--- config.mk ---
export PLATFORM = sky130hd
export DESIGN_NAME = res_drain_ctrl_flat
export DESIGN_NICKNAME = d
export VERILOG_FILES = /design/src/rtl/res_drain_ctrl_if.sv /design/src/rtl/res_drain_ctrl.sv /design/src/flat_wrapper.sv
export SDC_FILE = /design/constraint.sdc
export NUM_CORES = 1
export LEC_CHECK = 0
export CORE_MARGIN = 2
export CORE_UTILIZATION = 52
export DETAILED_ROUTE_END_ITERATION = 12
export GPL_TIMING_DRIVEN = 0
export PLACE_DENSITY = 0.85
export REMOVE_ABC_BUFFERS = 1
export SLEW_MARGIN = 30
export SYNTH_ARGS = -nofsm -noshare
export SYNTH_HDL_FRONTEND = slang
export SYNTH_SLANG_ARGS = --single-unit
--- constraint.sdc ---
create_clock -name r_clk -period 2.6 [get_ports r_clk]
set_input_delay 0.26 -clock r_clk [delete_from_list [all_inputs] [get_ports r_clk]]
set_output_delay 0.26 -clock r_clk [all_outputs]
set_load 0.05 [all_outputs]
--- src/rtl/res_drain_ctrl_if.sv ---
// Response-drain handshake bundle: Res_fifo read side plus the byte stream to the UART.
// master = drain controller, slave = FIFO/UART side.
interface res_drain_ctrl_if #(
   parameter int unsigned WIDTH = 32
);
   logic             fifo_eflag;
   logic [WIDTH-1:0] fifo_rdata;
   logic             fifo_ren;
   logic [7:0]       tx_data;
   logic             tx_valid;
   logic             tx_ready;

   modport master (
      input  fifo_eflag,
      input  fifo_rdata,
      input  tx_ready,
      output fifo_ren,
      output tx_data,
      output tx_valid
   );

   modport slave (
      output fifo_eflag,
      output fifo_rdata,
      output tx_ready,
      input  fifo_ren,
      input  tx_data,
      input  tx_valid
   );
endinterface

--- src/rtl/res_drain_ctrl.sv ---
// Drains WIDTH-bit response words from Res_fifo and streams them byte by byte to a UART
// transmitter, with back-to-back word reads and a running count of completed words.
module res_drain_ctrl #(
   parameter int unsigned WIDTH     = 32,
   parameter bit          LSB_FIRST = 1'b1
) (
   input  logic                  r_clk,
   input  logic                  reset,
   input  logic                  en,
   res_drain_ctrl_if.master      bus,
   output logic                  busy,
   output logic [15:0]           words_sent
);

   localparam int unsigned NB = WIDTH / 8;
   localparam int unsigned IW = (NB > 1) ? $clog2(NB) : 1;
   localparam logic [IW-1:0] LAST_IDX = IW'(NB - 1);

   if (((WIDTH % 8) != 0) || (WIDTH < 8)) begin : g_bad_width
      $error("res_drain_ctrl: WIDTH must be a non-zero multiple of 8");
   end

   typedef enum logic [1:0] {
      IDLE = 2'd0,
      RD   = 2'd1,
      LOAD = 2'd2,
      SEND = 2'd3
   } state_t;

   state_t           state_q, state_d;
   logic [WIDTH-1:0] hold_q;
   logic [IW-1:0]    idx_q;
   logic [IW-1:0]    sel;
   logic [15:0]      words_q;
   logic             armed_q;
   logic             xfer;
   logic             last_xfer;
   logic             can_read;

   // armed_q holds off any read until the first clock edge after reset release.
   assign can_read  = armed_q && en && !bus.fifo_eflag;
   assign xfer      = (state_q == SEND) && bus.tx_ready;
   assign last_xfer = xfer && (idx_q == LAST_IDX);

   always_comb begin
      state_d      = state_q;
      bus.fifo_ren = 1'b0;
      case (state_q)
         IDLE: begin
            if (can_read) begin
               bus.fifo_ren = 1'b1;
               state_d      = RD;
            end
         end
         RD:   state_d = LOAD;
         LOAD: state_d = SEND;
         SEND: begin
            if (last_xfer) begin
               if (can_read) begin
                  bus.fifo_ren = 1'b1;
                  state_d      = RD;
               end else begin
                  state_d = IDLE;
               end
            end
         end
         default: state_d = IDLE;
      endcase
   end

   always_ff @(posedge r_clk or negedge reset) begin
      if (!reset) begin
         state_q <= IDLE;
         hold_q  <= '0;
         idx_q   <= '0;
         words_q <= '0;
         armed_q <= 1'b0;
      end else begin
         state_q <= state_d;
         armed_q <= 1'b1;
         if (state_q == LOAD) begin
            hold_q <= bus.fifo_rdata;
            idx_q  <= '0;
         end else if (xfer && !last_xfer) begin
            idx_q <= idx_q + 1'b1;
         end
         if (last_xfer) begin
            words_q <= words_q + 16'd1;
         end
      end
   end

   // Byte order is fixed by the word layout; LSB_FIRST only mirrors the index.
   assign sel          = LSB_FIRST ? idx_q : (LAST_IDX - idx_q);
   assign bus.tx_data  = 8'(hold_q >> {sel, 3'b000});
   assign bus.tx_valid = (state_q == SEND);
   assign busy         = (state_q != IDLE);
   assign words_sent   = words_q;

endmodule

--- src/flat_wrapper.sv ---
// flat-port wrapper written by rule: the top's interface ports become plain ports
module res_drain_ctrl_flat 
#(
   parameter int unsigned WIDTH     = 32,
   parameter bit          LSB_FIRST = 1'b1
)
  (r_clk, reset, en, busy, words_sent, bus_fifo_eflag, bus_fifo_rdata, bus_tx_ready, bus_fifo_ren, bus_tx_data, bus_tx_valid);
  res_drain_ctrl_if #(.WIDTH(WIDTH)) bus_i ();
  input  logic r_clk;
  input  logic reset;
  input  logic en;
  output logic busy;
  output logic [15:0] words_sent;
  input wire logic [$bits(bus_i.fifo_eflag)-1:0] bus_fifo_eflag;
  input wire logic [$bits(bus_i.fifo_rdata)-1:0] bus_fifo_rdata;
  input wire logic [$bits(bus_i.tx_ready)-1:0] bus_tx_ready;
  output wire logic [$bits(bus_i.fifo_ren)-1:0] bus_fifo_ren;
  output wire logic [$bits(bus_i.tx_data)-1:0] bus_tx_data;
  output wire logic [$bits(bus_i.tx_valid)-1:0] bus_tx_valid;
  assign bus_i.fifo_eflag = bus_fifo_eflag;
  assign bus_i.fifo_rdata = bus_fifo_rdata;
  assign bus_i.tx_ready = bus_tx_ready;
  assign bus_fifo_ren = bus_i.fifo_ren;
  assign bus_tx_data = bus_i.tx_data;
  assign bus_tx_valid = bus_i.tx_valid;
  res_drain_ctrl #(.WIDTH(WIDTH), .LSB_FIRST(LSB_FIRST)) u_core (.r_clk(r_clk), .reset(reset), .en(en), .bus(bus_i), .busy(busy), .words_sent(words_sent));
endmodule
**Word level (Yosys, flattened, before mapping)**

Index checks and enable logic that the tools add are counted.

- Register bits: 53
- Output and inout port bits: 27
- Word-level logic and storage cells: 34
- Input port bits: 37

- Add/subtract/negate cells: 2
- Reductions and logical operators: 11
- Shift-type cells: 1
- Equal/unequal tests: 6
- Muxes and demuxes: 9

Operators with widths:

| operator | count |
|---|---|
| right shift 32 x 5 -> 8 bit | 1 |
| adder 16 x 1 -> 16 bit, second input constant | 1 |
| 2-to-1 mux 2 bit | 4 |
| case mux 2 bit (4 select lines) | 1 |
| equality test 2 bit, second input constant | 3 |
| logical AND 1 bit | 5 |
| inequality test 2 x 1 -> 1 bit, second input constant | 2 |
| nonzero test 2 bit | 2 |
| 2-to-1 mux 1 bit | 3 |
| adder 2 x 1 -> 2 bit, second input constant | 1 |
| equality test 2 x 1 -> 1 bit, second input constant | 1 |
| zero test 1 bit | 2 |
| zero test 2 bit | 1 |
| case mux 1 bit (2 select lines) | 1 |
| AND reduction 2 bit | 1 |

**Depth between registers and ports, before layout**

Gate-level depths: netlist (run 1).

- Word-level depth: 7
- Gate-level depth with buffers: 5
- Mapped depth without buffers: 5

**Worst setup path after synthesis (run 1)**

Ideal clock, no wire load.

- Path type: reg-to-output
- From: reg u_core.state_q[1]
- To: out bus_fifo_ren
- Required time: 2.340 ns
- Path slack: -0.085 ns
- Path buffers: 0
- Arrival time: 2.425 ns
- Stages on the path, launching flop included: 4
- Cell sequence: dfrtp_1 > ha_1 > nand3_4 > a211oi_1

- Word-level cells in the longest chain between the ends: 5
- Elaborated cells between the ends (all ways): 6
- Those cells by class: 1 x eq/ne; 2 x mux; 3 x reduce/logical

RTL lines:

| what | line | source |
|---|---|---|
| start, declared | res_drain_ctrl.sv:30 | `state_t state_q, state_d;` |
| start signal, assigned | res_drain_ctrl.sv:79 | `state_q <= state_d;` |
| equality test 2 bit * | -- |  |
| via bus_tx_valid | flat_wrapper.sv:19 | `output wire logic [$bits(bus_i.tx_valid)-1:0] bus_tx_valid;` |
| logical AND 1 bit | res_drain_ctrl.sv:42 | `assign xfer = (state_q == SEND) && bus.tx_ready;` |
| logical AND 1 bit | res_drain_ctrl.sv:43 | `assign last_xfer = xfer && (idx_q == LAST_IDX);` |
| 2-to-1 mux 1 bit | res_drain_ctrl.sv:58 | `if (last_xfer) begin` |
| case mux 1 bit (2 select lines) * | res_drain_ctrl.sv:48 | `case (state_q)` |
| end, declared | flat_wrapper.sv:17 | `output wire logic [$bits(bus_i.fifo_ren)-1:0] bus_fifo_ren;` |

The timed path passes the listed nets; every way through them passes the cells marked *.

**Final worst setup path (run 1)**

- From: reg u_core.idx_q[0]
- To: out bus_tx_data[7]

- Word-level cells in the longest chain between the ends: 1

RTL lines:

| what | line | source |
|---|---|---|
| start, declared | res_drain_ctrl.sv:32 | `logic [IW-1:0] idx_q;` |
| start signal, assigned | res_drain_ctrl.sv:85 | `idx_q <= idx_q + 1'b1;` |
| right shift 32 x 5 -> 8 bit | res_drain_ctrl.sv:95 | `assign bus.tx_data = 8'(hold_q >> {sel, 3'b000});` |
| end, declared | flat_wrapper.sv:18 | `output wire logic [$bits(bus_i.tx_data)-1:0] bus_tx_data;` |

Every way passes these cells.

==> results.py, run 1 <==
metrics = {
    "logic_synthesis": {
        "synth_area_leaders": "dfrtp_1 (56%), mux2_2 (15%), mux4_2 (7.6%)",
        "synth_area_mm2": 0.00238,
        "yosysWarnings": 0,
        "post-synth-top-area-cell": "dfrtp_1",
        "syn_inst": 168,
        "synth-seq-cells": 53,
        "synth-edff-count": 0,
        "synth_top_area_share": 0.557,
        "postSynth.asyncResetShare": 1.00,
        "yosys-top-cells-count": "dfrtp_1 (53), mux2_2 (32), nand2_1 (12), xnor2_1 (12), mux4_2 (8)",
        "syn_area_per_cell_um2": 14.2,
        "synthFlopType": "dfrtp_1",
        "yosysMostFrequentCell": "dfrtp_1",
        "ys_types": 27,
        "yosysSeqAreaShare": 0.557,
    },
    "critical_path": {
        "cp_max_fo": 10,
        "critPathBufInv": 1,
        "critPathMaxStageDelay_ns": 0.73,
        "crit_type": "reg2out",
        "critPathTopFamily": "buffers and inverters",
        "path_cells": "mux4_2 -> clkdlybuf4s50_1",
        "critPathCaptureType": "output port",
        "required_ns": 2.34,
        "cp.arrival_ns": 2.16,
        "critPathLaunchType": "flop",
        "slowest_stage": "clkdlybuf4s50_1",
    },
    "power": {
        "seqPwrFrac": 0.382,
        "leakage_nw": 1.32,
        "comb_power_share": 0.489,
        "p_sw_frac": 0.379,
        "powerDensity_mw_per_mm2": 1090,
        "clkPwrFrac": 0.129,
        "intPower_mw": 2.15,
        "p_sw_mw": 1.32,
        "peakVddDrop_mv": 0.513,
        "power_mw": 3.47,
    },
    "floorplan": {
        "initial_utilization": 0.543,
        "rows": 24,
        "die_y_um": 71.7,
        "die-width_um": 71.7,
        "die_area_mm2": 0.00514,
        "io_pins": 64,
        "coreArea_mm2": 0.00438,
    },
    "route": {
        "firstDrtPassIters": 3,
        "drtIter0Drc": 103,
        "route.detailed.drc": 0,
        "wl_per_cell_um": 15.5,
        "drt-vias-per-instance": 5.37,
        "routed_wl_um": 4450,
        "vias": 1547,
        "ant_nets": 0,
    },
    "global_routing": {
        "grt-ovfl-total": 0,
        "grt_first_pass_wirelength_um": 7380,
        "antenna_found_initial": 0,
        "grt_pass1_vias": 1571,
        "grt_max_degree": 53,
        "grtUsageTotal": 0.187,
    },
    "clock_network": {
        "cts_root_buffer": "clkbuf_8",
        "cts_buffers": 5,
        "clockBufferDepth": 2,
        "clk_pin_slew_ns": 0.09,
        "clkLatencyLatePin_ns": 0.30,
        "numClockSinks": 53,
        "htree_levels": 2,
        "cts_tree": "built",
    },
    "final_layout": {
        "antenna_cells": 0,
        "n_fill_cell": 319,
        "area_growth_pct": 34.1,
        "nets": 278,
        "drive_gt1_frac": 0.237,
    },
    "timing": {
        "rsz0062_at_grt": "no",
        "maxSlewHeadroom": 0.651,
        "finalSetupTns_ns": 0,
        "min_period_ns": 2.42,
        "timing.final.hold_violations": 0,
        "skew_ns": 0.00373,
        "fmax_mhz": 414,
        "worst_slew_pin_slew_ns": 0.522,
        "setup_viol": 0,
        "finalMaxSlewViolations": 0,
        "finalCritPeriodShare": 0.930,
    },
    "flow_run": {
        "cap_violations": 0,
    },
    "place": {
        "hpwlAfterDp_um": 3190,
        "place_congestion": 0.793,
        "numPortBuffers": 63,
    },
    "status": {
        "status": "finished clean",
    },
    "worst_hold_path": {
        "min_path_type": "in2async",
    },
}
==> power by group through the flow <==
| stage | clock network (mW) | registers, mW | logic [mW] |
|---|---|---|---|
| after global routing | 0.501 | 1.37 | 1.80 |
| after detailed placement | 0 | 1.35 | 1.72 |
| after global placement | 0 | 1.33 | 1.64 |
| after CTS | 0.463 | 1.33 | 1.72 |
| final | 0.449 | 1.32 | 1.70 |
| after floorplan | 0 | 1.32 | 1.20 |
==> per-stage QoR <==
step	area [um^2]	util	cells	hold WS (ns)	setup WS (ns)
after global routing	3200	0.729	288	0.269	0.106
after CTS	3200	0.730	288	0.270	0.0431
after detailed placement	3110	0.708	279	0.0606	-0.0621
after floorplan	2350	-	162	-0.0356	-0.0852
after global placement	3050	0.696	277	0.465	-0.285
final	3200	0.729	288	0.288	0.182
==> routing by layer <==
layer  share of wire  GRT usage  vias up
met5               0          0        -
met1            0.48      0.266      767
met4           0.011     0.0566        0
li1                -          -      728
met3           0.071     0.0549        4
met2            0.44      0.282       48
==> what timing repair did <==
item	CTS	global route
setup buffers	0	0
resized for setup	2	3
hold buffers	1	0
endpoints found under the hold margin	53	0
endpoints found under the setup margin	9	1
==> cell families (layout without fill, tap and decap cells) <==
family                     count (synthesis)  after routing  synth area share
adders and majority gates                  6              6            0.0315
muxes                                     40             40             0.227
xor gates and xnor gates                  16             16            0.0588
buffers and inverters                     10             78            0.0179
AOI/OAI and AO/OA                          7              7            0.0184
DFF                                       53             53             0.557
other                                      1              1           0.00157
and+or+nand+nor                           35             35            0.0882
==> path summary, 6_finish.rpt <==
path                                        from                    end  slack (ns)  depth (start not counted)
max                              u_core.idx_q[0]         bus_tx_data[7]        0.18                          2
min                                        reset       u_core.hold_q[2]        0.29                          2
max reg2reg                      u_core.idx_q[1]  u_core.words_sent[13]        0.63                          5
min reg2reg                u_core.words_sent[15]  u_core.words_sent[15]        0.48                          1
max in group asynchronous                  reset       u_core.hold_q[8]        1.89                          3
min in group r_clk         u_core.words_sent[15]  u_core.words_sent[15]        0.48                          1
==> registers in the layout (all words and copies together), names as in the netlist <==
register / cells
u_core.idx_q: 2
u_core.words_sent: 16
u_core.state_q: 2
u_core.armed_q: 1
u_core.hold_q: 32
==> final cells by class <==
type	instances	area [um^2]	area share
clock inverter	1	7.51	0.00235
multi-input combinational	105	1020	0.318
timing repair buffer	66	688	0.215
tap	52	65.1	0.0204
sequential	53	1330	0.415
clock buffer	7	76.3	0.0239
inverter	4	15.0	0.00470
==> cell usage in the layout, fill, tap and decap left out <==
| cell | Yosys | layout |
|---|---|---|
| or2_2 | 1 | 1 |
| dlygate4sd3_1 | 0 | 1 |
| nor3_2 | 1 | 1 |
| nand3_1 | 6 | 6 |
| clkdlybuf4s50_1 | 0 | 61 |
| inv_1 | 4 | 4 |
| a21oi_1 | 1 | 1 |
| o21ai_0 | 3 | 3 |
| dfrtp_2 | 0 | 1 |
| clkbuf_2 | 0 | 1 |
| buf_4 | 0 | 1 |
| nor4_4 | 1 | 1 |
| buf_16 | 0 | 2 |
| a32oi_1 | 1 | 1 |
| nand4b_1 | 1 | 1 |
| ha_1 | 6 | 5 |
| mux4_2 | 8 | 8 |
| xnor2_1 | 12 | 12 |
| dfrtp_1 | 53 | 52 |
| and3_1 | 2 | 2 |
| clkbuf_1 | 2 | 2 |
| mux2_2 | 32 | 32 |
| nand2_1 | 12 | 12 |
| nor2_1 | 5 | 5 |
| nand3_4 | 1 | 1 |
| a211oi_1 | 1 | 1 |
| ha_2 | 0 | 1 |
| clkbuf_8 | 0 | 5 |
| nand4_1 | 1 | 1 |
| a22oi_1 | 1 | 1 |
| clkinvlp_4 | 0 | 1 |
| nand3b_1 | 1 | 1 |
| conb_1 | 1 | 1 |
| xor2_1 | 4 | 4 |
| and4_1 | 3 | 3 |
Power figures use the tool's default switching activity.
==> inputs of run 2 (changes only) <==
CORE_MARGIN = unset   (was 2)
MAX_ROUTING_LAYER = met4   (was unset)
==> run 2 against run 1 <==
Against the previous run: combinational power barely moved; first-iteration DRC count shrank 13%; routed wire length fell by 1.1%; register-to-register slack lost 0.04 ns; non-clock buffer count did not move; count of clock-buffer cells in the layout did not move.
==> results.py, run 2 (synthesis results as in run 1) <==
metrics = {
    "critical_path": {
        "critPathLaunchType": "flop",
        "cp.arrival_ns": 2.16,
        "cp_max_fo": 10,
        "critPathCaptureType": "output port",
        "required_ns": 2.34,
        "crit_type": "reg2out",
    },
    "timing": {
        "timing.final.hold_violations": 0,
        "finalCritPeriodShare": 0.931,
        "worst_slew_pin_slew_ns": 0.524,
        "skew_ns": 0.00555,
        "fmax_mhz": 413,
        "setup_viol": 0,
        "finalMaxSlewViolations": 0,
        "min_period_ns": 2.42,
        "rsz0062_at_grt": "no",
        "maxSlewHeadroom": 0.650,
        "hold-worst-slack_ns": 0.303,
    },
    "power": {
        "intPower_mw": 2.15,
        "p_sw_frac": 0.380,
        "leakage_nw": 1.32,
        "peakVddDrop_mv": 0.453,
        "comb_power_share": 0.489,
        "seqPwrFrac": 0.381,
        "clkPwrFrac": 0.130,
        "p_sw_mw": 1.32,
        "powerDensity_mw_per_mm2": 1090,
    },
    "final_layout": {
        "antenna_cells": 0,
        "n_fill_cell": 327,
        "nets": 278,
        "layout_commonest_cell": "clkdlybuf4s50_1",
        "largest_register_ffs": 32,
        "post-route-util": 0.729,
        "largest_register": "u_core.hold_q",
        "area_growth_pct": 34.1,
        "drive_gt1_frac": 0.237,
        "layout.cells.most_common_list": "clkdlybuf4s50_1 (61), dfrtp_1 (52), mux2_2 (32)",
        "post_layout_nonfiller_instances": 288,
    },
    "flow_run": {
        "cap_violations": 0,
    },
    "clock_network": {
        "cts_buffers": 5,
        "clockBufferDepth": 2,
        "htree_levels": 2,
        "numClockSinks": 53,
        "cts_root_buffer": "clkbuf_8",
        "clkLatencyLatePin_ns": 0.30,
        "post_cts.repair.setup_buffers": 0,
        "clk_pin_slew_ns": 0.09,
        "cts_tree": "built",
    },
    "place": {
        "dp.cells": 279,
        "place_congestion": 0.772,
        "numPortBuffers": 63,
        "hpwlAfterDp_um": 3140,
    },
    "global_routing": {
        "grt_pass1_vias": 1603,
        "grt_max_degree": 49,
        "antenna_found_initial": 0,
        "grtUsageTotal": 0.205,
        "grt-ovfl-total": 0,
        "grt_first_pass_wirelength_um": 7610,
    },
    "route": {
        "drtIter0Drc": 90,
        "routed_wl_um": 4400,
        "wl_per_cell_um": 15.3,
        "vias": 1563,
        "drt-vias-per-instance": 5.43,
        "ant_nets": 0,
        "route.detailed.drc": 0,
        "firstDrtPassIters": 3,
    },
    "floorplan": {
        "coreArea_mm2": 0.00438,
        "die-width_um": 69.7,
        "die_area_mm2": 0.00486,
        "rows": 24,
        "io_pins": 64,
        "initial_utilization": 0.543,
        "die_y_um": 69.7,
    },
    "status": {
        "status": "finished clean",
    },
    "worst_hold_path": {
        "min_path_type": "in2async",
    },
}
## run 2: worst paths after layout
path                                            start               endpoint  slack [ns]  cells past startpoint
max in group asynchronous                       reset        u_core.idx_q[0]        1.87                      3
worst max-delay path                  u_core.idx_q[0]         bus_tx_data[3]        0.18                      2
worst min register to register  u_core.words_sent[15]  u_core.words_sent[15]        0.48                      1
min in group r_clk              u_core.words_sent[15]  u_core.words_sent[15]        0.48                      1
worst max register to register        u_core.idx_q[1]  u_core.words_sent[13]        0.59                      5
worst min-delay path                            reset      u_core.hold_q[14]        0.30                      2
## run 2: critical path, cell delays in order (launching register included)
cell and delay, ns:
dfrtp_2 0.59, mux4_2 0.54, clkdlybuf4s50_1 0.73
## run 2: power groups by stage
| stage | sequential [mW] | clock [mW] | combinational [mW] |
|---|---|---|---|
| after floorplan | 1.32 | 0 | 1.20 |
| after detailed placement | 1.35 | 0 | 1.71 |
| after CTS | 1.33 | 0.460 | 1.71 |
| after global placement | 1.33 | 0 | 1.64 |
| after global routing | 1.37 | 0.503 | 1.80 |
| final | 1.32 | 0.452 | 1.70 |
## run 2: routing by layer
layer  GRT usage  vias up  part of all wire
li1            -      727                 -
met5           -        -                 0
met4      0.0467        0            0.0066
met1       0.284      784              0.47
met3      0.0523        4             0.058
met2       0.310       48              0.47
## run 2: through the flow
stage          power [mW]  instance area, um^2  setup TNS [ns]  setup slack, ns
2_1_floorplan        2.52                 2350         -0.0852          -0.0852
3_3_place_gp         2.97                 3050          -14.52           -0.275
3_5_place_dp         3.06                 3110         -0.0638          -0.0638
4_1_cts              3.50                 3200               0           0.0384
5_1_grt              3.67                 3200               0           0.0909
6_report             3.48                 3200               0            0.179
## run 2: timing repair
action                                  4_1_cts  5_1_grt
hold endpoints to repair                     43        0
gates resized for setup                       2        3
endpoints found under the setup margin        9        1
hold buffers                                  1        0
## run 2: final cells by class
type,instances,area [um^2],area share
well taps,52,65.1,0.0204
repair buffers,66,688,0.215
multi-input cells,105,1020,0.318
clock inverters,1,7.51,0.00235
inverters,4,15.0,0.00470
clock buffers,7,76.3,0.0239
flip-flops and latches,53,1330,0.415
